### config.mk
export PLATFORM = sky130hd
export DESIGN_NAME = ctrl_pipe_flat
export DESIGN_NICKNAME = d
export VERILOG_FILES = /design/src/rtl/ctrl_pipe_if.sv /design/src/rtl/ctrl_pipe.sv /design/src/flat_wrapper.sv
export SDC_FILE = /design/constraint.sdc
export NUM_CORES = 1
export LEC_CHECK = 0
export BUFFER_PORTS_ARGS = -buffer_cell sky130_fd_sc_hd__buf_2
export CORE_UTILIZATION = 29
export CTS_BUF_LIST = sky130_fd_sc_hd__clkbuf_8
export DETAILED_ROUTE_END_ITERATION = 8
export GPL_ROUTABILITY_DRIVEN = 1
export REMOVE_ABC_BUFFERS = 1
export SLEW_MARGIN = 20
export SYNTH_ARGS = -nofsm -noshare
export SYNTH_HDL_FRONTEND = slang
export SYNTH_SLANG_ARGS = --single-unit
### constraint.sdc
create_clock -name clk -period 2.44 [get_ports clk]
set_input_delay 0.488 -clock clk [delete_from_list [all_inputs] [get_ports clk]]
set_output_delay 0.488 -clock clk [all_outputs]
set_load 0.02 [all_outputs]
### src/rtl/ctrl_pipe_if.sv
// -----------------------------------------------------------------------------
// ctrl_pipe_if
// Handshake bundle between the instruction decoder (master) and the control
// pipeline (slave).
//   master drives : stall_ext, flush_ex and the decoded ID-stage fields
//                   (id_valid, id_ctrl, id_rs1/2, id_use_rs1/2, id_rd,
//                    id_rf_le, id_load, id_psr_en, id_branch)
//   slave drives  : id_stall, ex/mem/wb_valid, ex/mem/wb_ctrl, wb_rd,
//                   wb_rf_le, fwd_a_sel, fwd_b_sel
// -----------------------------------------------------------------------------
interface ctrl_pipe_if #(
  parameter int CTRL_W = 24,
  parameter int RA_W   = 5
);
  logic              stall_ext;
  logic              flush_ex;
  logic              id_valid;
  logic [CTRL_W-1:0] id_ctrl;
  logic [RA_W-1:0]   id_rs1;
  logic [RA_W-1:0]   id_rs2;
  logic              id_use_rs1;
  logic              id_use_rs2;
  logic [RA_W-1:0]   id_rd;
  logic              id_rf_le;
  logic              id_load;
  logic              id_psr_en;
  logic              id_branch;

  logic              id_stall;
  logic              ex_valid;
  logic              mem_valid;
  logic              wb_valid;
  logic [CTRL_W-1:0] ex_ctrl;
  logic [CTRL_W-1:0] mem_ctrl;
  logic [CTRL_W-1:0] wb_ctrl;
  logic [RA_W-1:0]   wb_rd;
  logic              wb_rf_le;
  logic [1:0]        fwd_a_sel;
  logic [1:0]        fwd_b_sel;

  modport master (
    output stall_ext, flush_ex, id_valid, id_ctrl, id_rs1, id_rs2,
           id_use_rs1, id_use_rs2, id_rd, id_rf_le, id_load, id_psr_en,
           id_branch,
    input  id_stall, ex_valid, mem_valid, wb_valid, ex_ctrl, mem_ctrl,
           wb_ctrl, wb_rd, wb_rf_le, fwd_a_sel, fwd_b_sel
  );

  modport slave (
    input  stall_ext, flush_ex, id_valid, id_ctrl, id_rs1, id_rs2,
           id_use_rs1, id_use_rs2, id_rd, id_rf_le, id_load, id_psr_en,
           id_branch,
    output id_stall, ex_valid, mem_valid, wb_valid, ex_ctrl, mem_ctrl,
           wb_ctrl, wb_rd, wb_rf_le, fwd_a_sel, fwd_b_sel
  );
endinterface

### src/rtl/ctrl_pipe.sv
// -----------------------------------------------------------------------------
// ctrl_pipe
// Carries the decoded control bundle ID -> EX -> MEM -> WB and resolves data
// and condition-code hazards for the instruction sitting in ID.
//   clk    : rising-edge clock
//   rst_n  : asynchronous active-low reset, clears every stage
//   bus    : ctrl_pipe_if.slave -- ID-stage inputs, stall_ext/flush_ex,
//            per-stage valid/ctrl, WB register-file write control,
//            id_stall and operand forwarding selects (00 RF, 01 EX,
//            10 MEM, 11 WB)
// Parameters:
//   CTRL_W : width of the opaque control bundle
//   RA_W   : register-address width
//   FWD_EN : 1 = forwarding, stall only on load-use; 0 = stall on any RAW
//            against EX or MEM (register file is write-before-read, so WB
//            never conflicts)
// -----------------------------------------------------------------------------
module ctrl_pipe #(
  parameter int CTRL_W = 24,
  parameter int RA_W   = 5,
  parameter bit FWD_EN = 1'b1
) (
  input logic        clk,
  input logic        rst_n,
  ctrl_pipe_if.slave bus
);

  typedef struct packed {
    logic              valid;
    logic [CTRL_W-1:0] ctrl;
    logic [RA_W-1:0]   rd;
    logic              rf_le;
    logic              load;
    logic              psr_en;
  } stage_t;

  stage_t ex_r;
  stage_t mem_r;
  stage_t wb_r;
  stage_t ex_nxt_s;

  logic ex_m1_s, ex_m2_s, mem_m1_s, mem_m2_s, wb_m1_s, wb_m2_s;
  logic data_haz_s;
  logic cc_haz_s;
  logic id_stall_s;
  logic [1:0] fwd_a_s;
  logic [1:0] fwd_b_s;

  // A stage produces the value an ID source needs; r0 is hard-wired and
  // never matches.
  function automatic logic src_match(input stage_t s, input logic [RA_W-1:0] rs,
                                     input logic use_rs);
    return s.valid & s.rf_le & (s.rd == rs) & use_rs & (rs != {RA_W{1'b0}});
  endfunction

  // Newest producer wins. A load in EX cannot forward (its data is not back
  // yet); that case stalls instead, so it is skipped here.
  function automatic logic [1:0] fwd_code(input logic ex_m, input logic ex_load,
                                          input logic mem_m, input logic wb_m);
    if (ex_m && !ex_load) begin
      return 2'b01;
    end else if (mem_m) begin
      return 2'b10;
    end else if (wb_m) begin
      return 2'b11;
    end else begin
      return 2'b00;
    end
  endfunction

  assign ex_m1_s  = src_match(ex_r,  bus.id_rs1, bus.id_use_rs1);
  assign ex_m2_s  = src_match(ex_r,  bus.id_rs2, bus.id_use_rs2);
  assign mem_m1_s = src_match(mem_r, bus.id_rs1, bus.id_use_rs1);
  assign mem_m2_s = src_match(mem_r, bus.id_rs2, bus.id_use_rs2);
  assign wb_m1_s  = src_match(wb_r,  bus.id_rs1, bus.id_use_rs1);
  assign wb_m2_s  = src_match(wb_r,  bus.id_rs2, bus.id_use_rs2);

  // Data hazard detection for the selected forwarding mode
  always_comb begin
    data_haz_s = 1'b0;
    if (FWD_EN) begin
      data_haz_s = (ex_m1_s | ex_m2_s) & ex_r.load;
    end else begin
      data_haz_s = ex_m1_s | ex_m2_s | mem_m1_s | mem_m2_s;
    end
  end

  // Branch reading condition codes still being produced in EX
  assign cc_haz_s   = bus.id_branch & ex_r.valid & ex_r.psr_en;
  // Under an external freeze nothing moves, so there is nothing to stall for
  assign id_stall_s = bus.id_valid & (data_haz_s | cc_haz_s) & ~bus.stall_ext;

  // Operand forwarding select generation
  always_comb begin
    fwd_a_s = 2'b00;
    fwd_b_s = 2'b00;
    if (FWD_EN) begin
      fwd_a_s = fwd_code(ex_m1_s, ex_r.load, mem_m1_s, wb_m1_s);
      fwd_b_s = fwd_code(ex_m2_s, ex_r.load, mem_m2_s, wb_m2_s);
    end else begin
      fwd_a_s = 2'b00;
      fwd_b_s = 2'b00;
    end
  end

  // Next EX contents: a flush and a hazard bubble both yield an empty stage
  always_comb begin
    ex_nxt_s = '0;
    if (bus.flush_ex || id_stall_s) begin
      ex_nxt_s = '0;
    end else begin
      ex_nxt_s.valid  = bus.id_valid;
      ex_nxt_s.ctrl   = bus.id_ctrl;
      ex_nxt_s.rd     = bus.id_rd;
      ex_nxt_s.rf_le  = bus.id_rf_le;
      ex_nxt_s.load   = bus.id_load;
      ex_nxt_s.psr_en = bus.id_psr_en;
    end
  end

  // Stage registers: advance every cycle unless frozen by stall_ext
  always_ff @(posedge clk or negedge rst_n) begin
    if (!rst_n) begin
      ex_r  <= '0;
      mem_r <= '0;
      wb_r  <= '0;
    end else if (!bus.stall_ext) begin
      ex_r  <= ex_nxt_s;
      mem_r <= ex_r;
      wb_r  <= mem_r;
    end else begin
      ex_r  <= ex_r;
      mem_r <= mem_r;
      wb_r  <= wb_r;
    end
  end

  assign bus.id_stall  = id_stall_s;
  assign bus.fwd_a_sel = fwd_a_s;
  assign bus.fwd_b_sel = fwd_b_s;
  assign bus.ex_valid  = ex_r.valid;
  assign bus.mem_valid = mem_r.valid;
  assign bus.wb_valid  = wb_r.valid;
  assign bus.ex_ctrl   = ex_r.ctrl;
  assign bus.mem_ctrl  = mem_r.ctrl;
  assign bus.wb_ctrl   = wb_r.ctrl;
  // Register-file write port is only live for a real WB instruction
  assign bus.wb_rd     = wb_r.valid ? wb_r.rd : {RA_W{1'b0}};
  assign bus.wb_rf_le  = wb_r.valid & wb_r.rf_le;

endmodule

### src/flat_wrapper.sv
// flat-port wrapper written by rule: the top's interface ports become plain ports
module ctrl_pipe_flat 
#(
  parameter int CTRL_W = 24,
  parameter int RA_W   = 5,
  parameter bit FWD_EN = 1'b1
)
  (clk, rst_n, bus_stall_ext, bus_flush_ex, bus_id_valid, bus_id_ctrl, bus_id_rs1, bus_id_rs2, bus_id_use_rs1, bus_id_use_rs2, bus_id_rd, bus_id_rf_le, bus_id_load, bus_id_psr_en, bus_id_branch, bus_id_stall, bus_ex_valid, bus_mem_valid, bus_wb_valid, bus_ex_ctrl, bus_mem_ctrl, bus_wb_ctrl, bus_wb_rd, bus_wb_rf_le, bus_fwd_a_sel, bus_fwd_b_sel);
  ctrl_pipe_if #(.CTRL_W(CTRL_W), .RA_W(RA_W)) bus_i ();
  input logic clk;
  input logic rst_n;
  input wire logic [$bits(bus_i.stall_ext)-1:0] bus_stall_ext;
  input wire logic [$bits(bus_i.flush_ex)-1:0] bus_flush_ex;
  input wire logic [$bits(bus_i.id_valid)-1:0] bus_id_valid;
  input wire logic [$bits(bus_i.id_ctrl)-1:0] bus_id_ctrl;
  input wire logic [$bits(bus_i.id_rs1)-1:0] bus_id_rs1;
  input wire logic [$bits(bus_i.id_rs2)-1:0] bus_id_rs2;
  input wire logic [$bits(bus_i.id_use_rs1)-1:0] bus_id_use_rs1;
  input wire logic [$bits(bus_i.id_use_rs2)-1:0] bus_id_use_rs2;
  input wire logic [$bits(bus_i.id_rd)-1:0] bus_id_rd;
  input wire logic [$bits(bus_i.id_rf_le)-1:0] bus_id_rf_le;
  input wire logic [$bits(bus_i.id_load)-1:0] bus_id_load;
  input wire logic [$bits(bus_i.id_psr_en)-1:0] bus_id_psr_en;
  input wire logic [$bits(bus_i.id_branch)-1:0] bus_id_branch;
  output wire logic [$bits(bus_i.id_stall)-1:0] bus_id_stall;
  output wire logic [$bits(bus_i.ex_valid)-1:0] bus_ex_valid;
  output wire logic [$bits(bus_i.mem_valid)-1:0] bus_mem_valid;
  output wire logic [$bits(bus_i.wb_valid)-1:0] bus_wb_valid;
  output wire logic [$bits(bus_i.ex_ctrl)-1:0] bus_ex_ctrl;
  output wire logic [$bits(bus_i.mem_ctrl)-1:0] bus_mem_ctrl;
  output wire logic [$bits(bus_i.wb_ctrl)-1:0] bus_wb_ctrl;
  output wire logic [$bits(bus_i.wb_rd)-1:0] bus_wb_rd;
  output wire logic [$bits(bus_i.wb_rf_le)-1:0] bus_wb_rf_le;
  output wire logic [$bits(bus_i.fwd_a_sel)-1:0] bus_fwd_a_sel;
  output wire logic [$bits(bus_i.fwd_b_sel)-1:0] bus_fwd_b_sel;
  assign bus_i.stall_ext = bus_stall_ext;
  assign bus_i.flush_ex = bus_flush_ex;
  assign bus_i.id_valid = bus_id_valid;
  assign bus_i.id_ctrl = bus_id_ctrl;
  assign bus_i.id_rs1 = bus_id_rs1;
  assign bus_i.id_rs2 = bus_id_rs2;
  assign bus_i.id_use_rs1 = bus_id_use_rs1;
  assign bus_i.id_use_rs2 = bus_id_use_rs2;
  assign bus_i.id_rd = bus_id_rd;
  assign bus_i.id_rf_le = bus_id_rf_le;
  assign bus_i.id_load = bus_id_load;
  assign bus_i.id_psr_en = bus_id_psr_en;
  assign bus_i.id_branch = bus_id_branch;
  assign bus_id_stall = bus_i.id_stall;
  assign bus_ex_valid = bus_i.ex_valid;
  assign bus_mem_valid = bus_i.mem_valid;
  assign bus_wb_valid = bus_i.wb_valid;
  assign bus_ex_ctrl = bus_i.ex_ctrl;
  assign bus_mem_ctrl = bus_i.mem_ctrl;
  assign bus_wb_ctrl = bus_i.wb_ctrl;
  assign bus_wb_rd = bus_i.wb_rd;
  assign bus_wb_rf_le = bus_i.wb_rf_le;
  assign bus_fwd_a_sel = bus_i.fwd_a_sel;
  assign bus_fwd_b_sel = bus_i.fwd_b_sel;
  ctrl_pipe #(.CTRL_W(CTRL_W), .RA_W(RA_W), .FWD_EN(FWD_EN)) u_core (.clk(clk), .rst_n(rst_n), .bus(bus_i));
endmodule
==> After elaboration in Yosys (flattened, before gate mapping) <==
Cells that the tools add are included.
{ "classes": {"eq_ne": 6, "n_mux": 8, "n_bitwise": 29, "n_reduce_logical": 6} }
{ "op_table": {"columns": ["operator", "n"], "rows": [
  ["2-to-1 mux 33 bit", 1],
  ["== test 5 bit", 6],
  ["AND 1 bit", 26],
  ["2-to-1 mux 2 bit", 6],
  ["nonzero test 5 bit", 2],
  ["2-to-1 mux 5 bit", 1],
  ["logical AND 1 bit", 2],
  ["OR 1 bit", 2],
  ["logical NOT 1 bit", 1],
  ["logical OR 1 bit", 1],
  ["NOT 1 bit", 1]
]} }
{ "totals": {"ff_bits": 95, "out_inout_bits": 86} }

==> Logic depth before layout (Yosys ltp) <==
{ "logic_depth": {"word_depth": 11, "depth_mapped": 6, "ltp_nobuf": 5} }

==> Worst setup path after synthesis <==
Ideal clock, no wire load.
{ "synth_timing": {"path_type": "input -> output", "startpoint": "in bus_id_rs1[3]", "endpoint": "out bus_fwd_a_sel[1]", "arrival_time_ps": 1691, "t_required_ps": 1952, "setup_slack_ps": 261, "cell_stages": 5, "n_path_buf": 0, "path_cell_list": "or4_1 o21ai_2 or4_4 nand2b_1 o21a_1"} }
{ "synth_via": {"elab_chain_cells": 7, "elab_cells_between_ends": 17} }
{ "synth_lines": {"columns": ["element", "line", "text"], "rows": [
  ["from (decl)", "flat_wrapper.sv:16", "input wire logic [$bits(bus_i.id_rs1)-1:0] bus_id_rs1;"],
  ["== test 5 bit", "ctrl_pipe.sv:53", "return s.valid & s.rf_le & (s.rd == rs) & use_rs & (rs != {RA_W{1'b0}});"],
  ["AND 1 bit (3 in a row)", "ctrl_pipe.sv:53", null],
  ["2-to-1 mux 2 bit", "ctrl_pipe.sv:64", "end else if (wb_m) begin"],
  ["2-to-1 mux 2 bit", "ctrl_pipe.sv:62", "end else if (mem_m) begin"],
  ["2-to-1 mux 2 bit *", "ctrl_pipe.sv:60", "if (ex_m && !ex_load) begin"],
  ["to (decl)", "flat_wrapper.sv:34", "output wire logic [$bits(bus_i.fwd_a_sel)-1:0] bus_fwd_a_sel;"]
]} }
Mark *: on every way between the ends. The rest lies on a longest branch, timed or not.

==> Final worst setup path <==
{ "layout_timing": {"startpoint": "reg u_core.ex_r[3] (netlist name)", "endpoint": "out bus_fwd_b_sel[1]"} }
{ "layout_via": {"elab_chain_cells": 6} }
{ "layout_lines": {"columns": ["element", "line", "text"], "rows": [
  ["from (decl)", "ctrl_pipe.sv:37", "stage_t ex_r;"],
  ["from (signal assigned)", "ctrl_pipe.sv:128", "ex_r <= ex_nxt_s;"],
  ["from (signal assigned)", "ctrl_pipe.sv:132", "ex_r <= ex_r;"],
  ["== test 5 bit", "ctrl_pipe.sv:53", null],
  ["AND 1 bit (3 in a row)", "ctrl_pipe.sv:53", null],
  ["logical AND 1 bit", "ctrl_pipe.sv:60", null],
  ["2-to-1 mux 2 bit", "ctrl_pipe.sv:60", null],
  ["to (decl)", "flat_wrapper.sv:35", "output wire logic [$bits(bus_i.fwd_b_sel)-1:0] bus_fwd_b_sel;"]
]} }
No other way between the ends.

==> reports/metrics.yaml <==
timing:
  worst_pin_slew_ps: 564
  setup_violations: 3
  worst_slack_ps: -61.8
  finalCritPeriodShare: 1.03
  finalSetupTns_ps: -136
  maxSlewViolCount: 0
  finalHoldViolCount: 0
  grt_setup_unrepaired: "yes"
  slew_headroom: 0.624
  fmax_mhz: 400
  clock-skew-final_ps: 17.1
  fin_crit_ps: 2500
job:
  maxCapViolCount: 0
clocking:
  cts_made_buffers: 9
  cts.htree.levels: 3
  insertion_delay_ps: 370
  clkSlewWorstSetupHoldPaths_ps: 100
  clk_path_buf_depth: 2
  cts.sinks: 95
  cts_root_buf: "clkbuf_8"
  cts_tree: "yes"
synth:
  postSynthCellCount: 423
  synth_area_leaders: "dfrtp_1 47%, mux2_2 14%, buf_4 11%"
  synth_cell_types: 30
  ys_seq_elements: 95
  synth_largest_area_cell: "dfrtp_1"
  yosysWarnings: 0
  synth_top_area_frac: 0.470
  avgSynthCellArea_um2: 11.9
  synth_area_mm2: 0.00505
  yosysSeqAreaShare: 0.470
grt:
  grt_pass1_vias: 3469
  grt-ovfl-total: 0
  grt_max_degree: 71
  antenna_found_initial: 0
  grt_util_all_layers: 0.128
  grt_pass1_wl_mm: 18.1
floorplanning:
  die_w_um: 134
  initial_core_util: 0.300
  fp-row-count: 47
  ios: 136
  die_area_mm2: 0.0180
  core_mm2: 0.0168
  die_h_um: 134
routing:
  wire_per_inst_um: 15.1
  ant_nets: 0
  drt_iter0_drc: 117
  vias_per_cell: 4.59
  wirelength_mm: 10.9
  num_vias: 3306
  first_pass_iters: 4
  drc: 0
critical_path:
  r2r_start: "u_core.ex_r[3]"
  crit_path_start_kind: "flop"
  cp_max_fo: 4
  critPathRequiredTime_ps: 1950
  crit_type: "reg2out"
  end_kind: "primary output"
  worstPathArrival_ps: 2010
  cp-startpoint: "u_core.ex_r[3]"
power_and_ir_drop:
  p_per_area_mw_per_mm2: 653
  p_leak_nw: 2.75
  ir_drop_mv: 0.272
  total_power_mw: 3.78
min_path:
  hold_path.class: "in2reg"
  min_from: "bus_flush_ex"
placement:
  numPortBuffers: 135
  place.detailed.hpwl_mm: 7.69
  gp_congestion: 0.885
  placed_cell_area_mm2: 0.00548
final_layout:
  final_core_utilization: 0.344
  area_growth_pct: 14.6
  final_common_cell: "buf_2"
  final_cell_mix: "129 x buf_2, 91 x dfrtp_1, 62 x mux2_2"
  drive_gt1_frac: 0.554
  design_area_mm2: 0.00579
  diodes: 0
  nets: 546
run_status:
  violations: "negative setup slack"
  status: "finished with violations"
[power by group]
part           total [mW]  internal (mW)  switching [mW]
Sequential           1.89           1.75           0.139
Combinational       0.835          0.367           0.468
Clock                1.06          0.496           0.563
[Yosys cell counts]
cell      number
dfrtp_1       95
buf_4         72
mux2_2        62
nand2_1       37
a21boi_0      32
a31oi_2       30
xnor2_1       26
clkbuf_1      12
nand4_1        6
and2_1         5
buf_2          5
nand2b_1       4
nor2_1         4
xor2_1         4
buf_12         3
nand3_1        3
nor3_1         3
a31oi_1        2
inv_1          2
nor4_1         2
o21ai_1        2
o21ai_2        2
or4_1          2
or4_4          2
a21oi_1        1
a31o_1         1
inv_2          1
nand2_8        1
o21a_1         1
o22a_1         1
[per-layer routing]
layer	GRT usage	routed length (µm)	vias to the layer above
li1	-	-	1545
met1	0.166	5000	1653
met2	0.202	5080	91
met3	0.0268	544	17
met4	0.0599	244	0
met5	0	0	-
[area by class of cell]
class	instances	area [µm²]
inverter	3	11.3
fill	1727	11000
clock inverter	5	58.8
tap	220	275
sequential	95	2380
clock buffer	10	138
timing repair buffer	154	880
multi-input combinational	233	2050
[per-stage QoR]
step	hold WS (ps)	instances	setup slack (ps)
floorplan	192	331	-784
global placement	298	700	39.1
detailed placement	299	700	1.00
CTS	369	719	-91.7
global route	401	720	-165
finish	399	720	-61.8
[critical path: stages, from the launching register on]
cell and delay (ps):
dfrtp_1 420, buf_6 130, xor2_1 150, or4_4 550, o22a_1 270, buf_6 140
[state kept, by name, indices dropped and copies added, names as in the netlist]
name                  flops
u_core.bus.ex_ctrl       24
u_core.bus.ex_valid       1
u_core.bus.mem_ctrl      24
u_core.bus.mem_valid      1
u_core.bus.wb_ctrl       24
u_core.bus.wb_valid       1
u_core.ex_r               8
u_core.mem_r              6
u_core.wb_r               6
[worst paths after layout]
check / to / depth (start not counted) / slack, ps
worst min register to register: u_core.bus.wb_ctrl[23] / 1 / 510
min in group asynchronous: u_core.wb_r[6] / 2 / 460
max in group asynchronous: u_core.ex_r[5] / 3 / 1240
worst max-delay path: bus_fwd_b_sel[1] / 5 / -60
worst max register to register: u_core.ex_r[4] / 6 / 310
worst min-delay path: u_core.bus.ex_valid / 4 / 400
[cells by family after synthesis]
family / Yosys count / synth area share
DFF: 95 / 0.470
buffers and inverters: 95 / 0.135
AOI/OAI and AO/OA: 72 / 0.136
and+or+nand+nor: 69 / 0.0688
muxes: 62 / 0.138
xor gates and xnor gates: 30 / 0.0520
[repair_timing]
| item | CTS | global route |
|---|---|---|
| cloned | 0 | 0 |
| hold buffers | 1 | 0 |
| hold endpoints to repair | 3 | 0 |
| pin swaps | 3 | 3 |
| endpoints found under the setup margin | 5 | 5 |
| resized for setup | 14 | 5 |
| setup buffers | 3 | 1 |
No activity file was read; power rests on OpenSTA's default activity.
